[src/rtl/mbist_pkg.sv]
// Shared March C- tables and FSM states for the MBIST sequence generator.
// Per-element tables are bit vectors indexed by march element number.
package mbist_pkg;

   typedef enum logic [1:0] {LOAD, RUN, DONE} state_t;

   localparam logic [2:0] LAST_ELEM = 3'd5;

   // bit i describes element Mi: M3/M4 run down, M1..M4 have two ops
   localparam logic [7:0] ELEM_DN  = 8'b0001_1000;
   localparam logic [7:0] ELEM_2OP = 8'b0001_1110;
   localparam logic [7:0] OP0_RD   = 8'b0011_1110;
   localparam logic [7:0] OP0_VAL  = 8'b0001_0100;
   localparam logic [7:0] OP1_VAL  = 8'b0000_1010;

   localparam logic [1:0] CB_BG0 = 2'b01;
   localparam logic [1:0] CB_BG1 = 2'b10;

endpackage

[src/rtl/mbist_addr_gen.sv]
// Loadable up/down address counter for March C- elements.
// Flags the terminal address of the current sweep direction.
module mbist_addr_gen #(
   parameter int ADDR_W = 4
) (
   input  logic              clk,
   input  logic              rst,
   input  logic              load,
   input  logic              load_dn,
   input  logic              step,
   input  logic              dn,
   output logic [ADDR_W-1:0] addr,
   output logic              is_last
);

   logic [ADDR_W-1:0] addr_q, addr_d;

   always_comb begin
      addr_d = addr_q;
      if (load)
         addr_d = load_dn ? '1 : '0;
      else if (step)
         addr_d = dn ? addr_q - ADDR_W'(1) : addr_q + ADDR_W'(1);
   end

   always_ff @(posedge clk) begin
      if (rst) addr_q <= '0;
      else     addr_q <= addr_d;
   end

   assign addr    = addr_q;
   assign is_last = dn ? (addr_q == '0) : (addr_q == '1);

endmodule

[src/rtl/mbist_march_counter.sv]
// March C- sequence generator: FSM, element/op sequencing, data decode.
// Define MBIST_CHECKERBOARD_EN for a second checkerboard-background pass.
module mbist_march_counter
   import mbist_pkg::*;
#(
   parameter int ADDR_W = 4,
   parameter int DATA_W = 8
) (
   input  logic              clk,
   input  logic              rst,
   input  logic              ld,
   input  logic              en,
   output logic [ADDR_W-1:0] addr,
   output logic [DATA_W-1:0] wdata,
   output logic [DATA_W-1:0] exp_data,
   output logic              we,
   output logic              re,
   output logic [2:0]        elem,
   output logic              cout
);

   state_t     state_q, state_d;
   logic [2:0] elem_q, elem_d;
   logic       op_q, op_d;
   logic       ag_load, ag_load_dn, ag_step;
   logic       addr_last, last_op, is_rd, val;
   logic [2:0] elem_nx;
   logic [DATA_W-1:0] bg0, bg1, bg;

`ifdef MBIST_CHECKERBOARD_EN
   logic pass_q, pass_d;
   assign bg0 = pass_q ? {DATA_W/2{CB_BG0}} : '0;
   assign bg1 = pass_q ? {DATA_W/2{CB_BG1}} : '1;
`else
   assign bg0 = '0;
   assign bg1 = '1;
`endif

   mbist_addr_gen #(.ADDR_W(ADDR_W)) u_addr (
      .clk     (clk),
      .rst     (rst),
      .load    (ag_load),
      .load_dn (ag_load_dn),
      .step    (ag_step),
      .dn      (ELEM_DN[elem_q]),
      .addr    (addr),
      .is_last (addr_last)
   );

   assign elem_nx = elem_q + 3'd1;
   assign last_op = op_q | ~ELEM_2OP[elem_q];

   always_comb begin
      state_d    = state_q;
      elem_d     = elem_q;
      op_d       = op_q;
      ag_load    = 1'b0;
      ag_load_dn = 1'b0;
      ag_step    = 1'b0;
`ifdef MBIST_CHECKERBOARD_EN
      pass_d     = pass_q;
`endif
      if (ld) begin
         state_d = LOAD;
         elem_d  = '0;
         op_d    = 1'b0;
         ag_load = 1'b1;
`ifdef MBIST_CHECKERBOARD_EN
         pass_d  = 1'b0;
`endif
      end else begin
         unique case (state_q)
            LOAD: if (en) state_d = RUN;
            RUN: if (en) begin
               if (!last_op) begin
                  op_d = 1'b1;
               end else begin
                  op_d = 1'b0;
                  if (!addr_last) begin
                     ag_step = 1'b1;
                  end else if (elem_q != LAST_ELEM) begin
                     elem_d     = elem_nx;
                     ag_load    = 1'b1;
                     ag_load_dn = ELEM_DN[elem_nx];
                  end else begin
`ifdef MBIST_CHECKERBOARD_EN
                     if (!pass_q) begin
                        pass_d  = 1'b1;
                        elem_d  = '0;
                        ag_load = 1'b1;
                     end else begin
                        state_d = DONE;
                     end
`else
                     state_d = DONE;
`endif
                  end
               end
            end
            DONE: state_d = DONE;
            default: state_d = LOAD;
         endcase
      end
   end

   always_ff @(posedge clk) begin
      if (rst) begin
         state_q <= LOAD;
         elem_q  <= '0;
         op_q    <= 1'b0;
`ifdef MBIST_CHECKERBOARD_EN
         pass_q  <= 1'b0;
`endif
      end else begin
         state_q <= state_d;
         elem_q  <= elem_d;
         op_q    <= op_d;
`ifdef MBIST_CHECKERBOARD_EN
         pass_q  <= pass_d;
`endif
      end
   end

   assign is_rd = ~op_q & OP0_RD[elem_q];
   assign val   = op_q ? OP1_VAL[elem_q] : OP0_VAL[elem_q];
   assign bg    = val ? bg1 : bg0;

   always_comb begin
      we       = 1'b0;
      re       = 1'b0;
      wdata    = '0;
      exp_data = '0;
      if (state_q == RUN) begin
         re = is_rd;
         we = ~is_rd;
         if (is_rd) exp_data = bg;
         else       wdata    = bg;
      end
   end

   assign elem = elem_q;
   assign cout = (state_q == DONE);

endmodule

[config.mk]
export PLATFORM = sky130hd
export DESIGN_NAME = mbist_march_counter
export DESIGN_NICKNAME = d
export VERILOG_FILES = /design/src/rtl/mbist_pkg.sv /design/src/rtl/mbist_addr_gen.sv /design/src/rtl/mbist_march_counter.sv
export SDC_FILE = /design/constraint.sdc
export NUM_CORES = 1
export LEC_CHECK = 0
export ABC_AREA = 1
export ABC_CLOCK_PERIOD_IN_PS = 3400
export BUFFER_PORTS_ARGS = -buffer_cell sky130_fd_sc_hd__buf_2
export CAP_MARGIN = 10
export CORE_UTILIZATION = 52
export DETAILED_ROUTE_END_ITERATION = 10
export PLACE_DENSITY = 0.8
export SYNTH_ARGS = -nofsm -noshare
export SYNTH_HDL_FRONTEND = slang
export SYNTH_HIERARCHICAL = 1
export SYNTH_SLANG_ARGS = --single-unit
export TNS_END_PERCENT = 10
[constraint.sdc]
create_clock -name clk -period 3.4 [get_ports clk]
set_clock_uncertainty 0.05 [all_clocks]
set_input_delay 0.68 -clock clk [delete_from_list [all_inputs] [get_ports clk]]
set_output_delay 0.68 -clock clk [all_outputs]
set_load 0.02 [all_outputs]
==> impl_results.md, run 1 <==
* Status: complete, no violations
* Dpl ws at 836.3 ps
* Core area at 2042 sq um
* Root buf cell: clkbuf_4
* GP Congestion at 0.7562
* Initial antenna violation count at 0
* FF+latch count, synth at 15
* Warnings, synthesis at 6
* Via count at 1022
* I/O Pins at 30
* Max-Cap Viols at 0
* Postcts setup bufs at 0
* Initial Util at 57.17%
* Fmax at 0.3509 GHz
* CTS sink count at 15
* Worst Setup End Kind: output port
* Power per cell area at 254.4 nW/um^2
* Post-synth net total at 176
* Hold buffers post-CTS at 0
* CTS tree: built
* Gates resized, CTS repair at 0
* Synth Instances at 161
* Overall Global Routing Usage at 20.52%
* Cell row count at 16
* Startpoint Class: register
* Die area at 2438 sq um
* DR WL/cell at 10.84 um
* Layout area overhead at 8.789%
* Later-pin clock latency in the skew report at 280 ps
* Layout cells sized above 1 at 29.44%
* FILL cells at 200
* DR vias/cell at 4.937
* GRT overflow at 0
* Global-route wire length before repair at 3988 um
* Data arrival time of the critical path at 2120 ps
* Placed cell area at 1242 sq um
* Residual DRC count at 0
* Register area at 300.3 sq um
* Post-route cell area at 1270 sq um
* Clock Tree Buf Depth at 2
* Clock transition at the registers of the reported paths at 90 ps
* CTS Buf Count at 3
* Commonest non-fill, non-tap cell in the layout: buf_2
* Area of the multi-input gates at 643.1 sq um
* Post-synthesis cell type count at 29
* Largest fanout on the critical path at 8
* Number of diodes at 0
* Final Hold Violating Endpoints at 0
* Mean Syn Cell Area at 7.251 sq um
* DRT Pass-1 Iters at 4
* Iteration-0 DRC Markers at 11
* Worst EP required at 2670 ps
* Worst vdd ir at 0.0002362 V
* Final worst-path cycle share at 83.82%
* Hold Crit Class: register to register
* RSZ-0062 raised after global routing: false
* Die H at 49.38 um
* Seq/Total Area, Yosys at 25.72%
* Leakage at 0.7017 nW
* Cell Area, Synth at 1167 sq um
* Final WL at 2244 um
* Die W at 49.38 um
* H-Tree Depth at 1
* Antenna Nets Post-Route at 0
* Post-DP HPWL at 1861 um
* Nets@finish at 196
* Final Max Slew Viols at 0
* Final Setup Violations at 0
* Commonest non-fill, non-tap cells in the layout: buf_2, inv_1, nand2_1, nor2_1, dfxtp_1
* # port buffers at 29
* Slew headroom at 39.09%
* Kind of critical path: register to output port
* Hold Slack at 524.2 ps
* Setup ws final at 550.0 ps
* Tightest Pin Transition at 911.4 ps
* Post-Route Setup TNS at 0 ps
* Min Clock Period, post-route at 2850 ps
* Vias in the first global route at 1033
* Largest net degree at the start of global routing at 10
==> worst max-delay path, cell delays in order (launching register included) <==
cell and delay [ps]:
dfxtp_1 340, inv_1 100, ha_1 170, inv_1 90
a2111oi_1 830, buf_2 300
==> per-stage QoR <==
| step | power [mW] | cells | util (%) |
|---|---|---|---|
| 3_3_place_gp | 0.2215 | 203 | 60.85 |
| 6_report | 0.3231 | 207 | 62.19 |
| 5_1_grt | 0.3422 | 207 | 62.19 |
| 4_1_cts | 0.3245 | 207 | 62.19 |
| 3_5_place_dp | 0.2248 | 203 | 60.85 |
| 2_1_floorplan | 0.2131 | 161 | - |
==> layer usage <==
metal  routed length (um)  up-vias  track usage [%]
met5                    0        -                0
met4                   59        0            10.00
met3                   78        8            2.804
met2                 1125       27            38.81
met1                  980      457            21.93
li1                     -      530                -
==> report_power, final <==
part / total, mW / leakage [nW] / switching [mW] / internal, mW
sequential: 0.181 / 0.121 / 0.00276 / 0.178
clock: 0.102 / 0.0177 / 0.0587 / 0.0437
combinational: 0.0397 / 0.563 / 0.0273 / 0.0124
total: 0.323 / 0.702 / 0.0888 / 0.234
==> cells by family after synthesis <==
kind of cell    Yosys count  share of synthesized area, %
compound gates           20                         11.25
xor+xnor                  1                        0.7504
flops                    15                         25.72
fa+ha+maj                11                         12.43
buf+inv                  46                         19.29
simple gates             68                         30.55
==> cells in the mapped netlist <==
cell,instances,area share (%)
buf_4,14,9.0
o22ai_1,1,0.54
nor2_1,15,4.8
dfxtp_1,15,26
a21oi_2,2,1.5
nor2_2,2,1.1
or2_1,1,0.54
o21ai_4,1,1.4
nand2_4,3,2.9
nor2_8,1,1.7
nor3_1,3,1.3
nand2_2,1,0.54
nand4_1,1,0.54
o21ai_1,1,0.43
inv_1,28,9.0
a21oi_1,3,1.3
xor2_1,1,0.75
inv_2,4,1.3
o221ai_1,1,0.75
fa_1,1,1.7
o21ai_0,9,3.9
a2111oi_0,1,0.75
nor2_4,1,0.96
ha_1,10,11
nand3_2,4,3.4
o21ai_2,1,0.75
nor4_1,1,0.54
nand2_1,26,8.4
nand3_1,9,3.9
==> final timing paths <==
path                  start             end  slack, ps  cells past startpoint
max              state_q[1]        wdata[7]        550                      5
min reg2reg      state_q[1]      state_q[1]        520                      2
max reg2reg  u_addr/addr[0]  u_addr/addr[0]       1200                      9
min              state_q[1]      state_q[1]        520                      2
==> cell type report <==
| type | instances | share of cell area (%) |
|---|---|---|
| multi-input cells | 100 | 50.64 |
| clock inverters | 1 | 0.3941 |
| repair buffers | 29 | 11.43 |
| flip-flops and latches | 15 | 23.65 |
| inverters | 32 | 9.458 |
| clock buffers | 3 | 1.773 |
| well taps | 27 | 2.660 |
Note: power is estimated with default switching activity, not from simulation.
==> inputs of run 2 (changes only) <==
ABC_CLOCK_PERIOD_IN_PS = 2350   (was 3400)
CORE_UTILIZATION = 47   (was 52)
PLACE_DENSITY = 0.76   (was 0.8)
clock period = 2.35 ns   (was 3.4 ns; I/O delays follow)
==> impl_results.md, run 2 (synthesis gave the netlist of run 1 again) <==
* Status: complete, no violations
* Final Util at 57.39% (-4.8 points)
* Initial Util at 51.29% (-5.9 points)
* Reg2Reg Depth at 12 (+3)
* Die W at 51.84 um (+5.0%)
* Slew headroom at 72.97% (+34 points)
* Hold Crit Class: primary input to register
* # port buffers at 29 (unchanged)
* Iteration-0 DRC Markers at 24 (+13)
* RSZ-0062 raised after global routing: false
* Later-pin clock latency in the skew report at 290 ps (about the same)
* Initial antenna violation count at 0 (unchanged)
* Antenna Nets Post-Route at 0 (unchanged)
* Die area at 2687 sq um (+10%)
* Core area at 2276 sq um (+11%)
* Clock Tree Buf Depth at 2 (unchanged)
* Residual DRC count at 0 (unchanged)
* Hold buffers post-CTS at 0 (unchanged)
* Clock power share at 32.2% (+0.5 points)
* DRT Pass-1 Iters at 6 (+2)
* Min Clock Period, post-route at 2139 ps
* Final worst-path cycle share at 91.02%
* P_int at 0.3405 mW (+45%)
* H-Tree Depth at 1 (unchanged)
* Layout area overhead at 11.90%
* Die H at 51.84 um (+5.0%)
* Largest fanout on the critical path at 8 (unchanged)
* Max-Cap Viols at 0 (unchanged)
* Via count at 1050 (+2.7%)
* Root buf cell: clkbuf_4
* GP Congestion at 0.8256 (+9.2%)
* Worst vdd ir at 0.0002464 V (+4.3%)
* Leakage at 0.7093 nW (+1.1%)
* Sw frac at 27.92% (+0.46 points)
* Commonest non-fill, non-tap cell in the layout: buf_2
* Worst Setup End Kind: output port
* Hold endpoint: u_addr/addr[3]
* DR vias/cell at 5.000 (+1.3%)
* Reg2Reg Setup Slack at 440 ps (-760 ps)
* Nets@finish at 198 (+1.0%)
* Cell row count at 17 (+1)
* Final WL at 2177 um (-3.0%)
* Commonest non-fill, non-tap cells in the layout: buf_2, inv_1, nand2_1, nor2_1, dfxtp_1
* Startpoint Class: register
* Final Setup Violations at 0 (unchanged)
* Post-DP HPWL at 1734 um (-6.8%)
* DR WL/cell at 10.37 um (-4.4%)
* Hold Slack at 338.3 ps (-185.9 ps)
* Hold Crit Depth at 2 (unchanged)
* I/O Pins at 30 (unchanged)
* Tightest Pin Transition at 405.0 ps (-506.4 ps)
* Global-route wire length before repair at 3815 um (-4.3%)
* Reg2reg end: u_addr/addr[3]
* Layout cells sized above 1 at 30.77% (+1.3 points)
* CTS Buf Count at 3 (unchanged)
* Hold_sp: rst
* Largest net degree at the start of global routing at 11 (+1)
* Fmax at 0.4675 GHz
* Seq pwr share at 55.4% (-0.6 points)
* Kind of critical path: register to output port
* Final Hold Violating Endpoints at 0 (unchanged)
* CTS sink count at 15 (unchanged)
* Vias in the first global route at 904 (-12%)
* Power per cell area at 361.6 nW/um^2 (+42%)
* Data arrival time of the critical path at 1620 ps (-500 ps)
* Worst EP required at 1830 ps (-840 ps)
* GRT overflow at 0 (unchanged)
* Overall Global Routing Usage at 18.96% (-1.6 points)
* CTS tree: built
* Number of diodes at 0 (unchanged)
* Clock transition at the registers of the reported paths at 90 ps (about the same)
* NetSw at 0.1319 mW (+49%)
* Part of the power in combinational logic at 12.4% (about the same)
* Final Max Slew Viols at 0 (unchanged)
## run 2: cell count changes in the layout (fill, tap and decap cells not counted)
cell	delta
a2111oi_4	+1
clkinv_2	-1
a2111oi_1	-1
buf_4	+2
clkinvlp_4	+1
## run 2: worst max-delay path by stage
stage                     cells past startpoint  slack [ps]          end  startpoint
after global placement                        5         380     wdata[1]  state_q[1]
after CTS                                     5         120     wdata[4]  state_q[1]
after global routing                          6          50  exp_data[1]  state_q[1]
after detailed placement                      5         300     wdata[4]  state_q[1]
after floorplan                               5        -300  exp_data[1]  state_q[1]
final                                         6         210  exp_data[2]  state_q[1]
## run 2: power groups by stage
stage	Combinational (mW)	Clock [mW]	Sequential (mW)
after floorplan	0.0405	0	0.268
after global placement	0.0544	0	0.267
after detailed placement	0.0570	0	0.268
after CTS	0.0585	0.158	0.262
after global routing	0.0648	0.166	0.263
final	0.0584	0.152	0.262
## run 2: timing repair
item / 4_1_cts / 5_1_grt
gates resized for setup: 1 / 0
endpoints found under the setup margin: 8 / 8
pin swaps: 0 / 1
setup buffers: 0 / 0
## run 2: cell type report
class / instances / area, sq um
clock buffers: 3 / 22.52
clock inverters: 1 / 7.507
fillers: 206 / 969.7
inverters: 32 / 120.1
multi-input cells: 100 / 660.6
flip-flops and latches: 15 / 300.3
well taps: 28 / 35.03
repair buffers: 31 / 160.2
## run 2: metrics by stage
step | cell area (sq um) | worst slack (ps) | instances | power (mW) | TNS, ps
6_report | 1306 | 210.9 | 210 | 0.4724 | 0
5_1_grt | 1306 | 49.12 | 210 | 0.4930 | 0
4_1_cts | 1306 | 119.9 | 210 | 0.4783 | 0
3_5_place_dp | 1264 | 300.6 | 206 | 0.3247 | 0
3_3_place_gp | 1264 | 375.5 | 206 | 0.3216 | 0
2_1_floorplan | 1174 | -302.7 | 161 | 0.3087 | -2119
## run 2: metal layers
layer	share of wire [%]	track usage [%]	up-vias
met3	5.6	4.678	2
met4	0.46	7.658	0
met2	49	32.69	42
met5	0	0	-
li1	-	-	539
met1	45	22.12	467
## run 2: critical path: stages, from the launching register on
cell and delay (ps):
dfxtp_1 330, inv_1 100, ha_1 170, inv_1 110
nor4_1 290, buf_4 180, buf_2 160
